--- src/rtl/i2c_reg_bank_pkg.sv ---
// Shared types and constants for the I2C register bank: FSM states, INT_FLAG bit
// positions, staging entry layout and memory-map offsets derived from the map size.
package i2c_reg_bank_pkg;

    typedef enum logic [1:0] {
        ST_IDLE    = 2'd0,
        ST_COLLECT = 2'd1,
        ST_COMMIT  = 2'd2
    } state_e;

    localparam int unsigned FLG_DONE    = 0;
    localparam int unsigned FLG_OVF     = 1;
    localparam int unsigned FLG_ADRERR  = 2;
    localparam int unsigned FLG_EVT_LSB = 4;

    localparam int unsigned STS_BYTES = 8;

    typedef struct packed {
        logic [7:0] addr;
        logic [7:0] data;
    } stage_entry_t;

    function automatic int unsigned rw_end(input int unsigned n);
        return n - 11;
    endfunction

    function automatic int unsigned sts_base(input int unsigned n);
        return n - 10;
    endfunction

    function automatic int unsigned int_flag_adr(input int unsigned n);
        return n - 2;
    endfunction

    function automatic int unsigned int_en_adr(input int unsigned n);
        return n - 1;
    endfunction

endpackage

--- src/rtl/i2c_reg_bank_if.sv ---
// Byte-level handshake between the I2C slave engine (master side) and the register bank.
interface i2c_reg_bank_if;
    logic       bus_start;
    logic [7:0] bus_addr;
    logic       bus_wr;
    logic [7:0] bus_wdata;
    logic       bus_stop;
    logic       bus_abort;
    logic       bus_rd;
    logic [7:0] rd_data;
    logic       rd_valid;
    logic       busy;

    modport master (
        output bus_start, bus_addr, bus_wr, bus_wdata, bus_stop, bus_abort, bus_rd,
        input  rd_data, rd_valid, busy
    );

    modport slave (
        input  bus_start, bus_addr, bus_wr, bus_wdata, bus_stop, bus_abort, bus_rd,
        output rd_data, rd_valid, busy
    );
endinterface

--- src/rtl/i2c_burst_stage.sv ---
// Write-burst staging buffer: collects {addr, data} entries with an auto-incrementing
// address and replays them in arrival order for the commit phase.
module i2c_burst_stage
    import i2c_reg_bank_pkg::*;
#(
    parameter  int unsigned DEPTH = 8,
    localparam int unsigned CNT_W = $clog2(DEPTH + 1)
) (
    input  logic             clk,
    input  logic             rst_n,
    input  logic             start_i,
    input  logic [7:0]       addr_i,
    input  logic             push_i,
    input  logic [7:0]       data_i,
    input  logic             pop_i,
    input  logic             clr_i,
    output logic [CNT_W-1:0] count_o,
    output logic             full_c,
    output stage_entry_t     head_c,
    output logic             last_c
);

    localparam int unsigned IDX_W = (DEPTH > 1) ? $clog2(DEPTH) : 1;

    stage_entry_t     mem_q [DEPTH];
    stage_entry_t     mem_d [DEPTH];
    logic [7:0]       ptr_q, ptr_d;
    logic [CNT_W-1:0] cnt_q, cnt_d;
    logic [IDX_W-1:0] rd_q, rd_d;

    assign count_o = cnt_q;
    assign full_c  = (cnt_q == CNT_W'(DEPTH));
    assign head_c  = mem_q[rd_q];
    assign last_c  = ((CNT_W'(rd_q) + CNT_W'(1)) == cnt_q);

    always_comb begin
        mem_d = mem_q;
        ptr_d = ptr_q;
        cnt_d = cnt_q;
        rd_d  = rd_q;
        if (clr_i) begin
            cnt_d = '0;
            rd_d  = '0;
        end else if (start_i) begin
            ptr_d = addr_i;
            cnt_d = '0;
            rd_d  = '0;
        end else begin
            if (push_i && !full_c) begin
                mem_d[IDX_W'(cnt_q)] = '{addr: ptr_q, data: data_i};
                ptr_d = ptr_q + 8'd1;
                cnt_d = cnt_q + CNT_W'(1);
            end
            if (pop_i) begin
                rd_d = rd_q + IDX_W'(1);
            end
        end
    end

    always_ff @(posedge clk or negedge rst_n) begin
        if (!rst_n) begin
            mem_q <= '{default: '0};
            ptr_q <= '0;
            cnt_q <= '0;
            rd_q  <= '0;
        end else begin
            mem_q <= mem_d;
            ptr_q <= ptr_d;
            cnt_q <= cnt_d;
            rd_q  <= rd_d;
        end
    end

endmodule

--- src/rtl/i2c_reg_bank.sv ---
// Register bank behind the EFB I2C slave: atomic burst writes, single-byte reads,
// W1C interrupt flags with enable mask and an active-low interrupt request.
module i2c_reg_bank
    import i2c_reg_bank_pkg::*;
#(
    parameter int unsigned MEMORY_MAP_SIZE   = 50,
    parameter int unsigned MAX_MEM_BURST_NUM = 8,
    parameter string       INTQ_OPENDRAIN    = "ON"
) (
    input  logic                 clk,
    input  logic                 RST_N,
    i2c_reg_bank_if.slave        bus,
    input  logic [63:0]          sts_i,
    input  logic [3:0]           ext_evt_i,
    output logic [7:0]           led_o,
    output logic [7:0]           ctrl_o,
    output logic                 intq_n
);

    localparam int unsigned RW_NUM   = rw_end(MEMORY_MAP_SIZE) + 1;
    localparam int unsigned RW_IDX_W = (RW_NUM > 1) ? $clog2(RW_NUM) : 1;
    localparam int unsigned STS_LO   = sts_base(MEMORY_MAP_SIZE);
    localparam int unsigned STS_HI   = STS_LO + STS_BYTES - 1;
    localparam int unsigned FLAG_ADR = int_flag_adr(MEMORY_MAP_SIZE);
    localparam int unsigned EN_ADR   = int_en_adr(MEMORY_MAP_SIZE);
    localparam int unsigned STG_CNT_W = $clog2(MAX_MEM_BURST_NUM + 1);

    state_e         state_q, state_d;
    logic [7:0]     rw_q [RW_NUM];
    logic [7:0]     rw_d [RW_NUM];
    logic [7:0]     int_flag_q, int_flag_d;
    logic [7:0]     int_en_q, int_en_d;
    logic [3:0]     evt_s1_q, evt_s1_d, evt_s2_q, evt_s2_d, evt_s3_q, evt_s3_d;
    logic           irq_q, irq_d;
    logic [7:0]     rd_data_q, rd_data_d;
    logic           rd_valid_q, rd_valid_d;

    logic [7:0]     flag_set, flag_clr;
    logic [31:0]    hd_adr, rd_adr;
    logic [2:0]     sts_idx;

    logic                 stg_start, stg_push, stg_pop, stg_clr;
    logic [STG_CNT_W-1:0] stg_count;
    logic                 stg_full, stg_last;
    stage_entry_t         stg_head;

    i2c_burst_stage #(.DEPTH(MAX_MEM_BURST_NUM)) u_stage (
        .clk     (clk),
        .rst_n   (RST_N),
        .start_i (stg_start),
        .addr_i  (bus.bus_addr),
        .push_i  (stg_push),
        .data_i  (bus.bus_wdata),
        .pop_i   (stg_pop),
        .clr_i   (stg_clr),
        .count_o (stg_count),
        .full_c  (stg_full),
        .head_c  (stg_head),
        .last_c  (stg_last)
    );

    // Burst FSM, commit decode and flag update
    always_comb begin
        state_d   = state_q;
        stg_start = 1'b0;
        stg_push  = 1'b0;
        stg_pop   = 1'b0;
        stg_clr   = 1'b0;
        flag_set  = '0;
        flag_clr  = '0;
        rw_d      = rw_q;
        int_en_d  = int_en_q;
        hd_adr    = 32'(stg_head.addr);
        case (state_q)
            ST_IDLE: begin
                if (bus.bus_start) begin
                    stg_start = 1'b1;
                    state_d   = ST_COLLECT;
                end
            end
            ST_COLLECT: begin
                if (bus.bus_start) begin
                    stg_start = 1'b1;
                end else if (bus.bus_abort) begin
                    stg_clr = 1'b1;
                    state_d = ST_IDLE;
                end else if (bus.bus_stop) begin
                    state_d = (stg_count == '0) ? ST_IDLE : ST_COMMIT;
                end else if (bus.bus_wr) begin
                    if (stg_full) flag_set[FLG_OVF] = 1'b1;
                    else          stg_push          = 1'b1;
                end
            end
            ST_COMMIT: begin
                stg_pop = 1'b1;
                if (hd_adr < RW_NUM)          rw_d[RW_IDX_W'(stg_head.addr)] = stg_head.data;
                else if (hd_adr == EN_ADR)    int_en_d = stg_head.data;
                else if (hd_adr == FLAG_ADR)  flag_clr = stg_head.data;
                else                          flag_set[FLG_ADRERR] = 1'b1;
                if (stg_last) begin
                    stg_clr = 1'b1;
                    state_d = ST_IDLE;
                    flag_set[FLG_DONE] = 1'b1;
                end
                if (bus.bus_start || bus.bus_wr) flag_set[FLG_OVF] = 1'b1;
            end
            default: state_d = ST_IDLE;
        endcase
        evt_s1_d = ext_evt_i;
        evt_s2_d = evt_s1_q;
        evt_s3_d = evt_s2_q;
        flag_set[FLG_EVT_LSB +: 4] = evt_s2_q & ~evt_s3_q;
        // A hardware set in the same cycle overrides a W1C clear
        int_flag_d = (int_flag_q & ~flag_clr) | flag_set;
        irq_d      = |(int_flag_q & int_en_q);
    end

    // Read port always returns committed contents
    always_comb begin
        rd_valid_d = bus.bus_rd;
        rd_data_d  = rd_data_q;
        rd_adr     = 32'(bus.bus_addr);
        sts_idx    = 3'(rd_adr - STS_LO);
        if (bus.bus_rd) begin
            if (rd_adr < RW_NUM)                         rd_data_d = rw_q[RW_IDX_W'(bus.bus_addr)];
            else if (rd_adr >= STS_LO && rd_adr <= STS_HI) rd_data_d = sts_i[{sts_idx, 3'b000} +: 8];
            else if (rd_adr == FLAG_ADR)                 rd_data_d = int_flag_q;
            else if (rd_adr == EN_ADR)                   rd_data_d = int_en_q;
            else                                         rd_data_d = 8'h00;
        end
    end

    always_ff @(posedge clk or negedge RST_N) begin
        if (!RST_N) begin
            state_q    <= ST_IDLE;
            rw_q       <= '{default: '0};
            int_flag_q <= '0;
            int_en_q   <= '0;
            evt_s1_q   <= '0;
            evt_s2_q   <= '0;
            evt_s3_q   <= '0;
            irq_q      <= 1'b0;
            rd_data_q  <= '0;
            rd_valid_q <= 1'b0;
        end else begin
            state_q    <= state_d;
            rw_q       <= rw_d;
            int_flag_q <= int_flag_d;
            int_en_q   <= int_en_d;
            evt_s1_q   <= evt_s1_d;
            evt_s2_q   <= evt_s2_d;
            evt_s3_q   <= evt_s3_d;
            irq_q      <= irq_d;
            rd_data_q  <= rd_data_d;
            rd_valid_q <= rd_valid_d;
        end
    end

    assign bus.rd_data  = rd_data_q;
    assign bus.rd_valid = rd_valid_q;
    assign bus.busy     = (state_q != ST_IDLE);
    assign led_o        = rw_q[0];

    if (RW_NUM > 1) begin : g_ctrl
        assign ctrl_o = rw_q[1];
    end else begin : g_no_ctrl
        assign ctrl_o = 8'h00;
    end

    if (INTQ_OPENDRAIN == "ON") begin : g_intq_od
        assign intq_n = irq_q ? 1'b0 : 1'bz;
    end else begin : g_intq_pp
        assign intq_n = ~irq_q;
    end

endmodule
--- src/flat_wrapper.sv ---
// flat-port wrapper written by rule: the top's interface ports become plain ports
module i2c_reg_bank_flat import i2c_reg_bank_pkg::*;
#(
    parameter int unsigned MEMORY_MAP_SIZE   = 50,
    parameter int unsigned MAX_MEM_BURST_NUM = 8,
    parameter string       INTQ_OPENDRAIN    = "  "
)
  (clk, RST_N, sts_i, ext_evt_i, led_o, ctrl_o, intq_n, bus_bus_start, bus_bus_addr, bus_bus_wr, bus_bus_wdata, bus_bus_stop, bus_bus_abort, bus_bus_rd, bus_rd_data, bus_rd_valid, bus_busy);
  i2c_reg_bank_if bus_i ();
  input  logic clk;
  input  logic RST_N;
  input  logic [63:0] sts_i;
  input  logic [3:0] ext_evt_i;
  output logic [7:0] led_o;
  output logic [7:0] ctrl_o;
  output logic intq_n;
  input wire logic [$bits(bus_i.bus_start)-1:0] bus_bus_start;
  input wire logic [$bits(bus_i.bus_addr)-1:0] bus_bus_addr;
  input wire logic [$bits(bus_i.bus_wr)-1:0] bus_bus_wr;
  input wire logic [$bits(bus_i.bus_wdata)-1:0] bus_bus_wdata;
  input wire logic [$bits(bus_i.bus_stop)-1:0] bus_bus_stop;
  input wire logic [$bits(bus_i.bus_abort)-1:0] bus_bus_abort;
  input wire logic [$bits(bus_i.bus_rd)-1:0] bus_bus_rd;
  output wire logic [$bits(bus_i.rd_data)-1:0] bus_rd_data;
  output wire logic [$bits(bus_i.rd_valid)-1:0] bus_rd_valid;
  output wire logic [$bits(bus_i.busy)-1:0] bus_busy;
  assign bus_i.bus_start = bus_bus_start;
  assign bus_i.bus_addr = bus_bus_addr;
  assign bus_i.bus_wr = bus_bus_wr;
  assign bus_i.bus_wdata = bus_bus_wdata;
  assign bus_i.bus_stop = bus_bus_stop;
  assign bus_i.bus_abort = bus_bus_abort;
  assign bus_i.bus_rd = bus_bus_rd;
  assign bus_rd_data = bus_i.rd_data;
  assign bus_rd_valid = bus_i.rd_valid;
  assign bus_busy = bus_i.busy;
  i2c_reg_bank #(.MEMORY_MAP_SIZE(MEMORY_MAP_SIZE), .MAX_MEM_BURST_NUM(MAX_MEM_BURST_NUM), .INTQ_OPENDRAIN(INTQ_OPENDRAIN)) u_core (.clk(clk), .RST_N(RST_N), .bus(bus_i), .sts_i(sts_i), .ext_evt_i(ext_evt_i), .led_o(led_o), .ctrl_o(ctrl_o), .intq_n(intq_n));
endmodule
--- config.mk ---
export PLATFORM = sky130hd
export DESIGN_NAME = i2c_reg_bank_flat
export DESIGN_NICKNAME = d
export VERILOG_FILES = /design/src/rtl/i2c_reg_bank_pkg.sv /design/src/rtl/i2c_reg_bank_if.sv /design/src/rtl/i2c_burst_stage.sv /design/src/rtl/i2c_reg_bank.sv /design/src/flat_wrapper.sv
export SDC_FILE = /design/constraint.sdc
export NUM_CORES = 1
export LEC_CHECK = 0
export CAP_MARGIN = 20
export CORE_MARGIN = 1
export CORE_UTILIZATION = 35
export CTS_CLUSTER_DIAMETER = 60
export DETAILED_ROUTE_END_ITERATION = 12
export GPL_TIMING_DRIVEN = 0
export PLACE_DENSITY = 0.52
export SETUP_SLACK_MARGIN = 0.15
export SLEW_MARGIN = 25
export SYNTH_ARGS = -nofsm -noshare
export SYNTH_HDL_FRONTEND = slang
export SYNTH_SLANG_ARGS = --single-unit
--- constraint.sdc ---
create_clock -name clk -period 2.85 [get_ports clk]
set_input_delay 0.7125 -clock clk [delete_from_list [all_inputs] [get_ports clk]]
set_output_delay 0.7125 -clock clk [all_outputs]
set_load 0.03 [all_outputs]
* Word level (Yosys, flattened, before mapping) *
Index checks and enable logic that the tools add are counted.
W data, S select, Z words.

cells by class
  muxes and demuxes = 60
  reductions and logical operators = 19
  $add $sub $neg = 5
  bitwise gates (word level) = 14
  equality and inequality tests = 12
  shift operators = 1
  order comparisons = 10

operator list
  operator               number
  $bwmux W320            1
  $bwmux W128            1
  $mux W8                13
  $shiftx A64 B7 Y8      1
  $bmux W16 S3           1
  $bmux W8 S6            1
  $demux W16 S3          1
  $demux W8 S6           1
  $mux W16               3
  $eq A8 B6 Y1 const B   4
  $mux W1                23
  $and A8 B8 Y8          2
  $lt A8 B6 Y1 const B   2
  $ge A7 B7 Y1 const B   2
  $not A6 Y7             2
  $mux W2                6
  $mux W4                3
  $mux W3                3
  $add A8 B1 Y8 const B  1
  $ge A4 B4 Y1 const B   2
  $ge A8 B6 Y1 const B   1
  $le A8 B6 Y1 const B   1
  $not A3 Y4             2
  $not A8 Y8             1
  31 further kinds       43

word-level totals
  output and inout bits = 27
  flip-flop bits (word level) = 503
  bits of input ports = 91
  word-level logic and storage cells = 189

* Depth between registers and ports, before layout *
  depth in word-level cells = 12
  mapped depth = 11
  depth with buffers taken out = 8

* By module *
A second synthesis with hierarchy kept.

second synthesis, totals
  cells, all modules = 1,599
  area total of the unflattened synthesis = 24,131.9 µm²

modules (own cells, without submodules)
  module           instances  seq. area each (µm²)  cells an instance  area each (µm²)
  i2c_reg_bank     1          9,008.6               1,149              17,420.5
  i2c_burst_stage  1          3,578.4               450                6,711.4

* Least setup slack after synthesis *
OpenSTA, ideal clock, no wires.

  path type = input -> register
  start = input port bus_bus_addr[1]
  end = register u_core.rd_data_q[1] (netlist: u_core.bus.rd_data[1])
  library setup time = 120 ps
  required time = 2,730 ps
  stages = 6
  setup slack = 103 ps
  data arrival time = 2,627 ps
  path buffers = 3
  path through = clkbuf_1 > buf_2 > clkbuf_1 > mux4_2 > a211o_1 > a31o_2

on the way
  cells in the longest elaborated chain, start to end = 5
  elaborated cells on any way between the ends = 16
  classes of those cells = add/sub (1); order compare (3); eq/ne (2); shift (1); mux (7); bitwise (1); reduce/logical (1)

RTL lines
  item                                                                   line                 source
  from (decl)                                                            flat_wrapper.sv:18   input wire logic [$bits(bus_i.bus_addr)-1:0] bus_bus_addr;
  parallel branches: the longest is 4 deep, another holds $sub A3 B1 Y3  --
  $mux W8 (*)                                                            i2c_reg_bank.sv:125  if (rd_adr < RW_NUM) rd_data_d = rw_q[RW_IDX_W'(bus.bus_addr)];
  to (signal assigned)                                                   i2c_reg_bank.sv:154  rd_data_q <= rd_data_d;
  to (decl)                                                              i2c_reg_bank.sv:35   logic [7:0] rd_data_q, rd_data_d;

Mark *: on every way between the ends. The select of a mux whose other input is x is not followed.
A chain may end at the register's enable or synchronous reset.

* Worst setup path after layout *
  start = register u_core.u_stage.rd_q[0]
  end = register u_core.rw_q[68] (netlist name)

on the way
  cells in the longest elaborated chain, start to end = 10
  elaborated cells on any way between the ends = 13
  classes of those cells = order compare (3); mux (6); bitwise (2); reduce/logical (2)

RTL lines
  item                                                                       line                   source
  from (decl)                                                                i2c_burst_stage.sv:29  logic [IDX_W-1:0] rd_q, rd_d;
  from (signal assigned)                                                     i2c_burst_stage.sv:70  rd_q <= rd_d;
  $not A3 Y4 (implied by the code) (*)                                       i2c_burst_stage.sv:33  assign head_c = mem_q[rd_q];
  $bmux W16 S3 (*)                                                           i2c_burst_stage.sv:33
  $mux W16 (implied by the code) (*) (2 in a row)                            i2c_burst_stage.sv:33
  $not A6 Y7 (implied by the code)                                           i2c_reg_bank.sv:96     if (hd_adr < RW_NUM) rw_d[RW_IDX_W'(stg_head.addr)] = stg_head.data;
  $ge A7 B7 Y1 (implied by the code) / $lt A7 B1 Y1 (equally long branches)  i2c_reg_bank.sv:96
  $logic_and A1 B1 Y1 (implied by the code)                                  i2c_reg_bank.sv:96
  $mux W8 (implied by the code)                                              i2c_reg_bank.sv:96
  $demux W8 S6                                                               i2c_reg_bank.sv:96
  $bwmux W320                                                                i2c_reg_bank.sv:96
  to (signal assigned)                                                       i2c_reg_bank.sv:147    rw_q <= rw_d;
  to (decl)                                                                  i2c_reg_bank.sv:29     logic [7:0] rw_q [RW_NUM];

Every way passes the cells marked *; elsewhere a longest branch is shown, timed or not. The select of a mux whose other input is x is not followed.

==> results.rst <==
.. list-table::
   :header-rows: 1

   * - Metric
     - Value
   * - Outcome
     - finished, violations left
   * - Failing checks
     - setup timing
   * - Pin count of the biggest net entering global routing
     - 87
   * - Cell repeated most along the worst path
     - buf_6
   * - Worst reg2reg path depth
     - 11
   * - Starting utilization of the core area
     - 35.4%
   * - Peak fanout along the critical path
     - 8
   * - Class of the worst hold path
     - input port to async pin
   * - H-tree depth reported by CTS
     - 2
   * - Worst-margin pin slew
     - 0.700 ns
   * - Routed via count
     - 16400
   * - Post-detailed-route DRC marker count
     - 0
   * - Fin Setup TNS
     - -1.70 ns
   * - Die Footprint
     - 0.0704 mm²
   * - Final worst-path cycle share
     - 102%
   * - GRT overflow
     - 0
   * - Post-layout net count
     - 2071
   * - Worst Hold Slack
     - 0.0749 ns
   * - Power Dens Cells
     - 626 mW/mm²
   * - Min Tclk post-route
     - 2.91 ns
   * - Maximum clock frequency
     - 343 MHz
   * - Floorplan core area
     - 0.0686 mm²
   * - Critical Path Max Stage Delay
     - 0.51 ns
   * - Clk_skew
     - 0.0386 ns
   * - Post-detail-place hpwl
     - 54900 µm
   * - DRC violation total after the first TritonRoute iteration
     - 1132
   * - Syn_nets
     - 1759
   * - Master of the slowest instance on the critical path
     - mux4_2
   * - Place WS
     - -1.65 ns
   * - Final critical-path setup slack
     - -0.0631 ns
   * - Cell Area, Synth
     - 0.0243 mm²
   * - Count of antenna-violating nets left after detailed routing
     - 0
   * - Hold-fix buffer count after cts
     - 0
   * - Power consumption
     - 20.6 mW
   * - Synth async-reset ratio
     - 100%
   * - Max IR drop VDD
     - 454 µV
   * - Cell count after synthesis
     - 1661
   * - Final wirelength
     - 84000 µm
   * - Data required, critical path
     - 3.36 ns
   * - First-pass GRT wire length
     - 122000 µm
   * - Flop and latch count out of synthesis
     - 503
   * - Max-slew headroom
     - 53.3%
   * - Yosys warnings
     - 0
   * - Maxcap violations
     - 0
   * - Clock buffers created by TritonCTS
     - 57
   * - Category of the most critical setup path
     - flop to flop
   * - Count of flip-flops with a built-in enable after synthesis
     - 0
   * - Buffer depth of the longest clock path
     - 3
   * - Number of pins exceeding their max-slew limit in the final report
     - 0
   * - Leading register cell type out of synthesis
     - dfrtp_1
   * - Hold Violations, Final
     - 0
   * - Filler Cells Inserted
     - 5887
   * - Critical Path Sink Type
     - flop
   * - Vias per cell
     - 5.55
   * - GRT Total Usage
     - 23.8%
   * - Source of the critical timing path
     - u_core.u_stage.rd_q[0]$_DFFE_PN0P_
   * - R2R Path End
     - u_core.rw_q[68]$_DFFE_PN0P_
   * - RSZ-0062 raised after global routing
     - true
   * - Post-synthesis to final-layout area growth
     - 35.7%
   * - Setup violations, final
     - 57
   * - Average cell area after synthesis
     - 14.6 µm²
   * - Die H
     - 265 µm
   * - Worst setup SP type
     - flop
   * - CTS Root Buffer Type
     - clkbuf_16
   * - Number of sinks driven by the clock tree
     - 503
   * - Horiz. Die Dim
     - 265 µm
   * - Clock transition time at the flip-flop clock pins of the worst setup and hold paths
     - 0.06 ns
   * - Clock insertion delay at the later pin of the skew report
     - 0.63 ns
   * - Number of rows in the core area
     - 96
   * - Crit Reg-Reg Startpoint
     - u_core.u_stage.rd_q[0]$_DFFE_PN0P_
   * - Placer Congestion
     - 0.935
   * - Via count of the first global-routing pass
     - 17200
   * - Worst Path Arrival
     - 3.43 ns
   * - Worst setup path endpoint
     - u_core.rw_q[68]$_DFFE_PN0P_
   * - I/O Pins
     - 118
   * - Number of buffers added on ports
     - 114
   * - Setup slack, reg-to-reg
     - -0.06 ns
   * - Number of antenna violations at the first check in global routing
     - 3
   * - Drt first pass iters
     - 5
   * - CP cell instances
     - buf_6 -> buf_12 -> buf_6 -> mux4_2 -> mux2i_4 -> buf_6 -> nand4_1 -> nor3_4 -> nand2b_1 -> buf_6 -> mux2_4
   * - Register area share after synthesis
     - 51.9%
   * - Routed wire per std cell
     - 28.5 µm
   * - CTS tree
     - done
   * - Count of different cell masters after synthesis
     - 66
   * - Ratio of cells with drive above 1 in the final layout
     - 52.7%
   * - Leak pwr
     - 14.8 nW
[layout make-up]
class	instances	area, µm²	area share (%)
diodes	1	2.50	0.00760
plain buffers	134	1220	3.70
clock buffers	83	1710	5.18
clock inverters	20	262	0.794
inverters	11	47.5	0.144
multi-input cells	1013	12800	39.0
flip-flops and latches	503	12600	38.2
well taps	931	1160	3.54
repair buffers	253	3110	9.44
[cell usage after synthesis (3+ instances only)]
| cell | number | share of area [%] |
|---|---|---|
| dfrtp_1 | 503 | 52 |
| mux2_2 | 463 | 21 |
| mux4_2 | 112 | 10 |
| mux2i_1 | 76 | 3.1 |
| clkbuf_1 | 59 | 0.91 |
| buf_2 | 36 | 0.74 |
| nor2_1 | 32 | 0.49 |
| nand2_1 | 31 | 0.48 |
| o21ai_0 | 27 | 0.56 |
| nand3_1 | 26 | 0.54 |
| a21oi_1 | 24 | 0.49 |
| buf_4 | 19 | 0.59 |
| nor2_2 | 16 | 0.41 |
| nand2b_1 | 15 | 0.39 |
| buf_1 | 14 | 0.22 |
| a22oi_1 | 13 | 0.40 |
| inv_1 | 10 | 0.15 |
| nor2b_1 | 10 | 0.26 |
| nor3_4 | 10 | 0.67 |
| nor2_4 | 9 | 0.42 |
| nor3_1 | 9 | 0.19 |
| mux2_1 | 8 | 0.37 |
| o211ai_1 | 8 | 0.25 |
| o221ai_1 | 8 | 0.29 |
| and3_1 | 7 | 0.18 |
| ha_1 | 7 | 0.36 |
| nand3b_1 | 7 | 0.22 |
| a41oi_1 | 6 | 0.22 |
| buf_6 | 6 | 0.28 |
| nand4_1 | 6 | 0.15 |
| nor3_2 | 6 | 0.25 |
| o22ai_1 | 6 | 0.15 |
| a211o_1 | 5 | 0.18 |
| a31oi_1 | 5 | 0.13 |
| and2_1 | 4 | 0.10 |
| nor3b_1 | 4 | 0.12 |
| or3_1 | 4 | 0.10 |
| xor2_1 | 4 | 0.14 |
| and4_1 | 3 | 0.11 |
| o22a_1 | 3 | 0.11 |
| or2_2 | 3 | 0.077 |
| or3b_1 | 3 | 0.11 |
| xnor2_1 | 3 | 0.11 |
[stage by stage]
stage          utilization (%)  std cells  instance area (µm²)
2_1_floorplan                -       1661                24300
3_3_place_gp              38.8       2706                26600
3_5_place_dp              39.1       2713                26800
4_1_cts                   46.4       2926                31800
5_1_grt                   48.0       2949                32900
6_report                  48.0       2949                32900
[cells in the final DEF, fill, tap and decap left out, types with 18 or more instances in the layout]
master,Yosys,layout
clkdlybuf4s50_1,0,112
clkbuf_8,0,25
dfrtp_1,503,501
mux2_4,0,307
nor2_1,32,31
clkbuf_4,0,31
buf_6,6,52
mux2_2,463,164
buf_4,19,77
o21ai_0,27,26
mux2i_1,76,61
clkbuf_16,0,60
nand3_1,26,18
buf_12,0,50
a21oi_1,24,22
nor2_4,9,26
clkbuf_1,59,21
mux4_2,112,112
nand2_1,31,27
[logic make-up after synthesis]
logic type | after synthesis | synth area share [%]
muxes | 659 | 35.4
DFF | 503 | 51.9
and+or+nand+nor | 212 | 5.58
buffers and inverters | 145 | 2.91
AOI/OAI and AO/OA | 128 | 3.68
xor gates and xnor gates | 7 | 0.253
adders and majority gates | 7 | 0.361
[worst max-delay path, delay by kind of cell, from the launching register on]
| kind | cells | cell delay, ns |
|---|---|---|
| flops | 1 | 0.36 |
| mux | 3 | 1.07 |
| simple gates | 3 | 0.66 |
| buf+inv | 5 | 0.69 |
[how the worst min path moves through the flow]
| stage | from | endpoint | slack [ns] | cells after the start |
|---|---|---|---|---|
| floorplan | u_core.evt_s1_q[0]$_DFF_PN0_ | u_core.evt_s2_q[0]$_DFF_PN0_ | 0.33 | 0 |
| global placement | u_core.evt_s1_q[0]$_DFF_PN0_ | u_core.evt_s2_q[0]$_DFF_PN0_ | 0.34 | 0 |
| detailed placement | u_core.evt_s1_q[3]$_DFF_PN0_ | u_core.evt_s2_q[3]$_DFF_PN0_ | 0.34 | 0 |
| CTS | RST_N | u_core.ctrl_o[1]$_DFFE_PN0P_ | 0.08 | 2 |
| global route | RST_N | u_core.ctrl_o[1]$_DFFE_PN0P_ | 0.11 | 2 |
| finish | RST_N | u_core.ctrl_o[1]$_DFFE_PN0P_ | 0.07 | 2 |
[what timing repair did]
item / CTS / global route
resized for setup: 476 / 221
endpoints found under the setup margin: 476 / 462
pin swaps: 54 / 47
setup buffers: 106 / 19
cloned: 4 / 3
[power breakdown]
group	switching (mW)	internal, mW
Sequential	0.186	7.40
Combinational	3.36	1.97
Clock	3.12	4.59
[routing by layer]
layer  wire (µm)  track usage (%)  part of all wire [%]  vias up
met4        3290             8.09                   3.9        0
li1            -                -                     -     6836
met1       36200             32.2                    43     8829
met5           0                0                     0        -
met2       40200             39.1                    48      517
met3        4280             3.35                   5.1      171
[sequential cells by signal (all words and copies together) (netlist names), 2 cells and up]
| signal | cells |
|---|---|
| u_core.bus.rd_data | 8 |
| u_core.ctrl_o | 8 |
| u_core.evt_s1_q | 4 |
| u_core.evt_s2_q | 4 |
| u_core.evt_s3_q | 4 |
| u_core.int_en_q | 8 |
| u_core.int_flag_q | 8 |
| u_core.led_o | 8 |
| u_core.rw_q | 304 |
| u_core.state_q | 2 |
| u_core.u_stage.count_o | 4 |
| u_core.u_stage.mem_q | 128 |
| u_core.u_stage.ptr_q | 8 |
| u_core.u_stage.rd_q | 3 |
Note: power is estimated with default switching activity, not from simulation.
